==> config.mk <==
export PLATFORM = sky130hd
export DESIGN_NAME = cls_multiword_seq_flat
export DESIGN_NICKNAME = d
export VERILOG_FILES = /design/src/rtl/cls_multiword_seq_pkg.sv /design/src/rtl/cls_multiword_seq_if.sv /design/src/rtl/cls_multiword_seq_slice.sv /design/src/rtl/cls_multiword_seq.sv /design/src/flat_wrapper.sv
export SDC_FILE = /design/constraint.sdc
export NUM_CORES = 1
export LEC_CHECK = 0
export ABC_AREA = 1
export CAP_MARGIN = 10
export CORE_UTILIZATION = 52
export DETAILED_ROUTE_END_ITERATION = 10
export PLACE_DENSITY = 0.89
export SYNTH_ARGS = -nofsm -noshare
export SYNTH_HDL_FRONTEND = slang
export SYNTH_SLANG_ARGS = --single-unit
==> constraint.sdc <==
create_clock -name clk -period 9 [get_ports clk]
set_clock_uncertainty 0.2 [all_clocks]
set_input_delay 1.35 -clock clk [delete_from_list [all_inputs] [get_ports clk]]
set_output_delay 1.35 -clock clk [all_outputs]
set_load 0.02 [all_outputs]
==> src/rtl/cls_multiword_seq_pkg.sv <==
// Shared definitions for the word-serial subtractor: slice width, FSM encoding
// and the slice-offset helper.
package cls_pkg;

  localparam int SLICE_W = 16;

  typedef enum logic [1:0] {
    IDLE = 2'd0,
    RUN  = 2'd1,
    DONE = 2'd2
  } cls_seq_state_t;

  function automatic int slice_off(input int idx);
    return idx * SLICE_W;
  endfunction

endpackage

==> src/rtl/cls_multiword_seq_if.sv <==
// Request/result bundle for cls_multiword_seq; the sat signal exists only
// when CLS_SAT_EN is defined.
interface cls_multiword_seq_if
  import cls_pkg::*;
#(
  parameter int WORDS = 4
);
  localparam int W = WORDS * SLICE_W;

  logic         start;
  logic [W-1:0] in_a;
  logic [W-1:0] in_b;
  logic         bin;
  logic         busy;
  logic         done;
  logic [W-1:0] diff;
  logic         bout;
  logic         zero;
`ifdef CLS_SAT_EN
  logic         sat;
`endif

  modport master (
    output start, in_a, in_b, bin,
    input  busy, done, diff, bout, zero
`ifdef CLS_SAT_EN
    , input sat
`endif
  );

  modport slave (
    input  start, in_a, in_b, bin,
    output busy, done, diff, bout, zero
`ifdef CLS_SAT_EN
    , output sat
`endif
  );

endinterface

==> src/rtl/cls_multiword_seq_slice.sv <==
// cls_slice_unit: 16-bit carry-lookahead subtractor (CLS_16bit) plus the
// PG2B group borrow-out stage, purely combinational.
module cls_slice_unit
  import cls_pkg::*;
(
  input  logic [SLICE_W-1:0] a16,
  input  logic [SLICE_W-1:0] b16,
  input  logic               bin,
  output logic [SLICE_W-1:0] d16,
  output logic               bout
);

  logic [SLICE_W-1:0] p;   // borrow propagates when bits are equal
  logic [SLICE_W-1:0] g;   // borrow generated when a=0, b=1
  logic [SLICE_W-1:0] bw;  // borrow into each bit
  logic [3:0]         np;
  logic [3:0]         ng;
  logic [3:0]         nb;  // borrow into each nibble
  logic               gp;
  logic               gg;

  genvar gi;
  generate
    for (gi = 0; gi < SLICE_W; gi++) begin : g_bit
      assign p[gi]   = ~(a16[gi] ^ b16[gi]);
      assign g[gi]   = ~a16[gi] & b16[gi];
      assign d16[gi] = ~p[gi] ^ bw[gi];
    end

    // Lookahead across nibbles, short ripple inside each nibble.
    for (gi = 0; gi < 4; gi++) begin : g_nib
      assign np[gi] = &p[4*gi +: 4];
      assign ng[gi] = g[4*gi+3]
                    | (p[4*gi+3] & g[4*gi+2])
                    | (p[4*gi+3] & p[4*gi+2] & g[4*gi+1])
                    | (p[4*gi+3] & p[4*gi+2] & p[4*gi+1] & g[4*gi]);
      assign bw[4*gi]   = nb[gi];
      assign bw[4*gi+1] = g[4*gi]   | (p[4*gi]   & bw[4*gi]);
      assign bw[4*gi+2] = g[4*gi+1] | (p[4*gi+1] & bw[4*gi+1]);
      assign bw[4*gi+3] = g[4*gi+2] | (p[4*gi+2] & bw[4*gi+2]);
    end
  endgenerate

  assign nb[0] = bin;
  assign nb[1] = ng[0] | (np[0] & bin);
  assign nb[2] = ng[1] | (np[1] & ng[0]) | (np[1] & np[0] & bin);
  assign nb[3] = ng[2] | (np[2] & ng[1]) | (np[2] & np[1] & ng[0])
               | (np[2] & np[1] & np[0] & bin);

  assign gp = &np;
  assign gg = ng[3] | (np[3] & ng[2]) | (np[3] & np[2] & ng[1])
            | (np[3] & np[2] & np[1] & ng[0]);

  // PG2B
  assign bout = gg | (gp & bin);

endmodule

==> src/rtl/cls_multiword_seq.sv <==
// Word-serial WORDS x 16-bit subtractor A - B - bin, one slice per clock,
// LSW first. Define CLS_SAT_EN for saturating unsigned subtract with a sat flag.
module cls_multiword_seq
  import cls_pkg::*;
#(
  parameter int WORDS = 4,
  parameter int IDXW  = 4
)(
  input logic                clk,
  input logic                rst,
  cls_multiword_seq_if.slave bus
);

  localparam int W = WORDS * SLICE_W;

  cls_seq_state_t     state_reg;
  logic [IDXW-1:0]    idx_reg;
  logic               borrow_reg;
  logic [W-1:0]       a_reg;
  logic [W-1:0]       b_reg;
  logic               bin_reg;
  logic               zero_acc_reg;
  logic [W-1:0]       diff_reg;
  logic               bout_reg;
  logic               zero_reg;
  logic               done_reg;
`ifdef CLS_SAT_EN
  logic               sat_reg;
`endif

  int                 off;
  logic [SLICE_W-1:0] slice_a;
  logic [SLICE_W-1:0] slice_b;
  logic               slice_bin;
  logic [SLICE_W-1:0] slice_d;
  logic               slice_bout;
  logic               slice_zero;
  logic               last_slice;

  assign off        = slice_off(int'(idx_reg));
  assign slice_a    = a_reg[off +: SLICE_W];
  assign slice_b    = b_reg[off +: SLICE_W];
  assign slice_bin  = (idx_reg == '0) ? bin_reg : borrow_reg;
  assign slice_zero = (slice_d == '0);
  assign last_slice = (idx_reg == IDXW'(WORDS - 1));

  cls_slice_unit u_slice (
    .a16  (slice_a),
    .b16  (slice_b),
    .bin  (slice_bin),
    .d16  (slice_d),
    .bout (slice_bout)
  );

  always_ff @(posedge clk or posedge rst) begin
    if (rst) begin
      state_reg    <= IDLE;
      idx_reg      <= '0;
      borrow_reg   <= 1'b0;
      a_reg        <= '0;
      b_reg        <= '0;
      bin_reg      <= 1'b0;
      zero_acc_reg <= 1'b0;
      diff_reg     <= '0;
      bout_reg     <= 1'b0;
      zero_reg     <= 1'b0;
      done_reg     <= 1'b0;
`ifdef CLS_SAT_EN
      sat_reg      <= 1'b0;
`endif
    end else begin
      case (state_reg)
        IDLE: begin
          if (bus.start) begin
            a_reg        <= bus.in_a;
            b_reg        <= bus.in_b;
            bin_reg      <= bus.bin;
            diff_reg     <= '0;
            idx_reg      <= '0;
            zero_acc_reg <= 1'b1;
            state_reg    <= RUN;
          end
        end
        RUN: begin
          diff_reg[off +: SLICE_W] <= slice_d;
          borrow_reg               <= slice_bout;
          zero_acc_reg             <= zero_acc_reg & slice_zero;
          if (last_slice) begin
            state_reg <= DONE;
            bout_reg  <= slice_bout;
            zero_reg  <= zero_acc_reg & slice_zero;
            done_reg  <= 1'b1;
`ifdef CLS_SAT_EN
            sat_reg   <= slice_bout;
            // Underflow clamps the whole result to zero.
            if (slice_bout) begin
              diff_reg <= '0;
              zero_reg <= 1'b1;
            end
`endif
          end else begin
            idx_reg <= idx_reg + 1'b1;
          end
        end
        DONE: begin
          done_reg  <= 1'b0;
          state_reg <= IDLE;
        end
        default: state_reg <= IDLE;
      endcase
    end
  end

  assign bus.busy = (state_reg != IDLE);
  assign bus.done = done_reg;
  assign bus.diff = diff_reg;
  assign bus.bout = bout_reg;
  assign bus.zero = zero_reg;
`ifdef CLS_SAT_EN
  assign bus.sat  = sat_reg;
`endif

endmodule

==> src/flat_wrapper.sv <==
// flat-port wrapper written by rule: the top's interface ports become plain ports
module cls_multiword_seq_flat import cls_pkg::*;
#(
  parameter int WORDS = 4,
  parameter int IDXW  = 4
)
  (clk, rst, bus_start, bus_in_a, bus_in_b, bus_bin, bus_busy, bus_done, bus_diff, bus_bout, bus_zero);
  cls_multiword_seq_if #(.WORDS(WORDS)) bus_i ();
  input logic clk;
  input logic rst;
  input wire logic [$bits(bus_i.start)-1:0] bus_start;
  input wire logic [$bits(bus_i.in_a)-1:0] bus_in_a;
  input wire logic [$bits(bus_i.in_b)-1:0] bus_in_b;
  input wire logic [$bits(bus_i.bin)-1:0] bus_bin;
  output wire logic [$bits(bus_i.busy)-1:0] bus_busy;
  output wire logic [$bits(bus_i.done)-1:0] bus_done;
  output wire logic [$bits(bus_i.diff)-1:0] bus_diff;
  output wire logic [$bits(bus_i.bout)-1:0] bus_bout;
  output wire logic [$bits(bus_i.zero)-1:0] bus_zero;
  assign bus_i.start = bus_start;
  assign bus_i.in_a = bus_in_a;
  assign bus_i.in_b = bus_in_b;
  assign bus_i.bin = bus_bin;
  assign bus_busy = bus_i.busy;
  assign bus_done = bus_i.done;
  assign bus_diff = bus_i.diff;
  assign bus_bout = bus_i.bout;
  assign bus_zero = bus_i.zero;
  cls_multiword_seq #(.WORDS(WORDS), .IDXW(IDXW)) u_core (.clk(clk), .rst(rst), .bus(bus_i));
endmodule
==> out/results.tsv <==
stage	metric	value	unit
synthesis	yosysUniqueCellTypes	30	
clocking	clkSinkCount	204	
clocking	clk_latency	510	ps
drt	wirelength	28300	um
synthesis	seq_area_frac_synth	50.8	%
place	hpwl	19500	um
drt	via_count	9355	
synthesis	synth_edf_count	0	
cells_and_area	seqCellArea	5110	um2
worst_setup_path	crit_chain	inv_1 -> nor2_1 -> o21ai_0 -> a21oi_1 -> inv_1 -> ha_1 -> nand2_1 -> inv_1 -> nand2_1 -> nor2_1 -> nand2_1 -> nand3_1 -> inv_1 -> fa_1 -> fa_1 -> fa_1 -> xor2_1 -> nand4_1 -> nor2_1 -> nand4_1 -> nand2_1	
status	outcome	complete, no violations	
global_route	antenna_found_initial	0	
worst_setup_path	worstSetupPathType	flip-flop to flip-flop	
global_route	grt_pass1_wl	45400	um
power_and_ir_drop	p_clk_share	14.7	%
worst_setup_path	cp-end-kind	flip-flop	
floorplan	die_h	141	um
synthesis	synthFlopType	dfrtp_1	
cells_and_area	nets	1573	
place	gp_congestion	0.909	
global_route	grt-ovfl-total	0	
drt	drt_iter0_drc	1101	
clocking	cts.clk_slew.worst_paths	60	ps
global_route	grt_max_degree	141	
cells_and_area	diodes	0	
power_and_ir_drop	swShare	50.0	%
run	cap_violations	0	
synthesis	syn_avg_cell_area	7.99	um2
drt	first_pass_iters	6	
clocking	cts_resized	0	
place	io_buffers	199	
power_and_ir_drop	power_density	458	nW/um2
cells_and_area	area_delta_synth_final	27.3	%
global_route	grt_pass1_vias	8866	
clocking	tritoncts	yes	
worst_setup_path	slowest_delay	970	ps
floorplan	placementRows	50	
timing	hold_viol	0	
clocking	clockRootBuffer	clkbuf_16	
drt	drcViolationCount	0	
clocking	htreeDepth	1	
worst_setup_path	cp_data_arrival_time	5800	ps
power_and_ir_drop	p_switching	2.93	mW
synthesis	syn_nets	1422	
timing	post-route-period-util	61.9	%
worst_setup_path	path_max_fanout	52	
cells_and_area	final_common_cell	nand2_1	
cells_and_area	drive_gt1_share	4.14	%
timing	max_freq	0.180	GHz
clocking	clockBufferDepth	3	
clocking	cts_buffers	21	
power_and_ir_drop	intPower	2.93	mW
timing	finalSetupViolCount	0	
floorplan	initial_core_util	53.4	%
timing	tns	0	ps
synthesis	synthArstFlopShare	100	%
power_and_ir_drop	vdd_drop_max	0.304	mV
worst_setup_path	critPathLaunchType	flip-flop	
timing	drv_slew	0	
floorplan	die_area	19900	um2
clocking	cts_setup_buffers	0	
cells_and_area	multiInputGateArea	4280	um2
timing	hold-worst-slack	267	ps
worst_setup_path	worst_path_max_delay_cell	dfrtp_2	
cells_and_area	fillers	1469	
synthesis	syn_area	10100	um2
synthesis	synth_warnings	0	
power_and_ir_drop	combPwrFrac	58.8	%
power_and_ir_drop	leakage	6.13	nW
timing	grt_setup_unrepaired	false	
drt	ant_nets	0	
drt	wl_per_cell	16.8	um
floorplan	die_w	141	um
worst_hold_path	hold_class	flip-flop to flip-flop	
power_and_ir_drop	total_power	5.85	mW
cells_and_area	final_cell_mix	nand2_1, dfrtp_1, clkdlybuf4s50_1, o21ai_0, nand3_1	
synthesis	ys_seq_elements	204	
worst_setup_path	required	9230	ps
power_and_ir_drop	seqPwrFrac	26.5	%
floorplan	core-area	18800	um2
floorplan	io_pins	200	
drt	viasPerCell	5.55	
cells_and_area	final_util	68.0	%
synthesis	syn_inst	1259	
global_route	track_usage	28.9	%
timing	tightestPinTransition	1030	ps
clocking	hold_buffers	0	
timing	maxSlewHeadroom	31.0	%
timing	fin_crit	5570	ps
layer usage:
layer | global-route usage (%) | routed length, um | up-vias
li1 | - | - | 4350
met3 | 3.60 | 2510 | 85
met2 | 46.2 | 13200 | 520
met4 | 11.6 | 1070 | 0
met5 | 0 | 0 | -
met1 | 40.2 | 11500 | 4400
per-stage QoR:
stage | setup slack, ps | std cells | instance area, um2
CTS | 3350 | 1684 | 12800
detailed placement | 3370 | 1646 | 12100
global route | 3040 | 1685 | 12800
global placement | 3630 | 1646 | 12100
floorplan | 1880 | 1259 | 10100
finish | 3430 | 1685 | 12800
power groups by stage:
stage | combinational, mW | clock [mW] | sequential (mW)
2_1_floorplan | 2.12 | 0 | 1.58
3_3_place_gp | 3.21 | 0 | 1.54
3_5_place_dp | 3.32 | 0 | 1.56
4_1_cts | 3.35 | 0.858 | 1.54
5_1_grt | 3.76 | 0.894 | 1.59
6_report | 3.44 | 0.859 | 1.55
critical path: cells and delay by family (launching register included):
kind	cells	cell delay [ps]
flops	1	970
compound gates	2	440
xor+xnor	1	430
fa+ha+maj	4	1480
buf+inv	4	840
simple gates	10	1080
synthesized netlist by cell type, types with 2 or more instances:
master | count | area, um2
nand2_2 | 3 | 18.8
buf_6 | 2 | 22.5
dfrtp_1 | 204 | 5100
nor3_1 | 10 | 50.1
buf_1 | 7 | 26.3
a21oi_1 | 52 | 260
ha_1 | 19 | 238
nand4_1 | 30 | 188
o22ai_1 | 4 | 25.0
o211ai_1 | 15 | 113
nand2_1 | 435 | 1630
o21ai_0 | 119 | 596
buf_2 | 9 | 45.0
inv_2 | 3 | 11.3
clkbuf_1 | 55 | 206
buf_4 | 4 | 30.0
inv_1 | 88 | 330
nand3_1 | 93 | 465
nor2_4 | 2 | 22.5
fa_1 | 12 | 240
nor2_1 | 81 | 304
xor2_1 | 4 | 35.0
layout make-up:
class	instances	share of cell area [%]
clock inverter	11	0.733
tap	260	2.54
sequential	204	39.9
multi-input combinational	887	33.5
inverter	91	2.75
timing repair buffer	205	16.1
clock buffer	27	4.52
final timing paths:
path	from	to	slack (ps)	depth (start not counted)
hold reg to reg	u_core.b_reg[13]	u_core.b_reg[13]	270	2
max in group asynchronous	rst	u_core.idx_reg[0]	5810	3
setup / recovery	u_core.idx_reg[1]	u_core.bus.diff[11]	3430	21
hold / removal	u_core.b_reg[13]	u_core.b_reg[13]	270	2
min in group asynchronous	rst	u_core.b_reg[18]	1270	2
setup reg to reg	u_core.idx_reg[1]	u_core.bus.diff[11]	3430	21
kinds of logic (layout without fill, tap and decap cells):
logic type | Yosys count | after routing | share of synthesized area (%)
xor gates and xnor gates | 5 | 5 | 0.510
buffers and inverters | 168 | 334 | 6.68
DFF | 204 | 204 | 50.8
AOI/OAI and AO/OA | 192 | 192 | 10.0
adders and majority gates | 31 | 31 | 4.75
and+or+nand+nor | 659 | 659 | 27.2
(Power assumes the default switching activity.)
==> RTL edit, RTL diff (same flow settings) <==
Re-encode `cls_seq_state_t` (3 states) as one-hot, 3 bits wide.
--- a/src/rtl/cls_multiword_seq_pkg.sv
+++ b/src/rtl/cls_multiword_seq_pkg.sv
@@ -5,8 +5,8 @@
   localparam int SLICE_W = 16;
 
-  typedef enum logic [1:0] {
-    IDLE = 2'd0,
-    RUN  = 2'd1,
-    DONE = 2'd2
+  typedef enum logic [2:0] {
+    IDLE = 3'b001,
+    RUN  = 3'b010,
+    DONE = 3'b100
   } cls_seq_state_t;
 
Formal check against the unedited RTL: no difference found for any inputs over 4 cycles, from zero or initial values and one cycle with rst high; so few cycles prove little.
==> RTL edit against the original RTL <==
  * Cell area increased by 0.24%
  * Largest power group unchanged
  * Critical endpoint is now u_core.bus.zero
  * Wire length down 4.5%
  * Final cell count is 0.77% higher
  * Power is 14% lower
  * Core utilization is 0.17 points higher
  * Die area up 0.13%
  * Area after synthesis grew 0.14%
  * Sequential cell count up 1
  * Count of clock-buffer cells in the layout fell by 1
  * Setup slack gained 200 ps
==> RTL edit: results (changes against the original RTL) <==
* Max-slew headroom at the worst pin at 0.2904 (-0.01963)
* Total length of routed met2 wires at 12950 um (-2.2%)
* Result of the run: complete, no violations
* # placed instances at 1664 (+1.1%)
* Commonest cells in the netlist: 477 x sky130_fd_sc_hd__nand2_1, 204 x sky130_fd_sc_hd__dfrtp_1, 106 x sky130_fd_sc_hd__o21ai_0, 103 x sky130_fd_sc_hd__inv_1, 79 x sky130_fd_sc_hd__nand3_1
* Maximum single-stage delay on the critical path at 950 ps (-20 ps)
* Per-instance average area after synthesis at 7.915 sq um (-0.89%)
* GRT Total Usage at 0.2776 (-0.01117)
* Routed length per instance at 15.94 um (-5.2%)
* Post-synthesis share of cell area spent on full adders, half adders and majority gates at 0.04747 (-0.00006498)
* Nets@finish at 1590 (+1.1%)
* Worst setup slack after placement at 3791 ps (+417.1 ps)
* Distinct cell type count after synthesis at 34 (+13%)
* Routed length on met3 at 1823 um (-27%)
* Clk_lat worst skew at 490 ps (-20 ps)
* Total leakage power at 6.323 nW (+3.1%)
* First-pass GRT wire length at 43590 um (-4.0%)
* Number of buffers added for setup after CTS at 0 (unchanged)
* Placed Instance Area at 12120 sq um (+0.21%)
* Start of the worst register-to-register path: u_core.idx_reg[1]
* Largest net degree at the start of global routing at 153 (+8.5%)
* Warning count from the yosys run at 0 (unchanged)
* Gp weighted congestion at 0.8850 (-2.7%)
* Fraction of final layout cells with drive strength greater than 1 at 0.04242 (+0.001017)
* Origin of the worst min-delay path: u_core.a_reg[48]
* Flop-to-flop setup slack at 3630 ps (+200 ps)
* Global routing usage on met1 at 0.3721 (-0.03025)
* Met2 track demand over resource in global routing at 0.4646 (+0.002664)
* Max Fanout on Critical Path at 49 (-5.8%)
* GR Layer Usage met3 at 0.03668 (+0.0006793)
* HPWL after detailed placement at 19100 um (-2.3%)
* Vias at 9079 (-3.0%)
* End of the critical path: u_core.bus.zero
* Final standard cell count with taps included and fillers excluded at 1698 (+0.77%)
* Post-Route M1 WL at 11250 um (-2.3%)
* Sequential element share of the synthesized area at 0.5096 (+0.001916)
* Final period util at 0.5967 (-0.02221)
* Detailed Route Iter0 Violations at 755 (-31%)
* Worst-case vdd ir drop at 231.5 uV (-24%)
RTL edit: cell type report:
| class | instances | area, sq um | share of cell area |
|---|---|---|---|
| Clock inverter | 8 | 131.4 | 0.01024 |
| Timing Repair Buffer | 203 | 2022 | 0.1576 |
| Multi-Input combinational cell | 884 | 4203 | 0.3276 |
| Sequential cell | 205 | 5136 | 0.4004 |
| Tap cell | 260 | 325.3 | 0.02536 |
| Clock buffer | 26 | 574.3 | 0.04477 |
| Inverter | 112 | 435.4 | 0.03394 |
RTL edit: kinds of logic after synthesis:
group                      after synthesis
DFF                                    205
buffers and inverters                  183
and+or+nand+nor                        657
xor gates and xnor gates                 4
AOI/OAI and AO/OA                      192
adders and majority gates               31
RTL edit: power breakdown:
group | internal, mW | total [mW] | switching, mW
Sequential | 1.25 | 1.48 | 0.225
Clock | 0.539 | 0.898 | 0.359
Combinational | 0.929 | 2.65 | 1.72
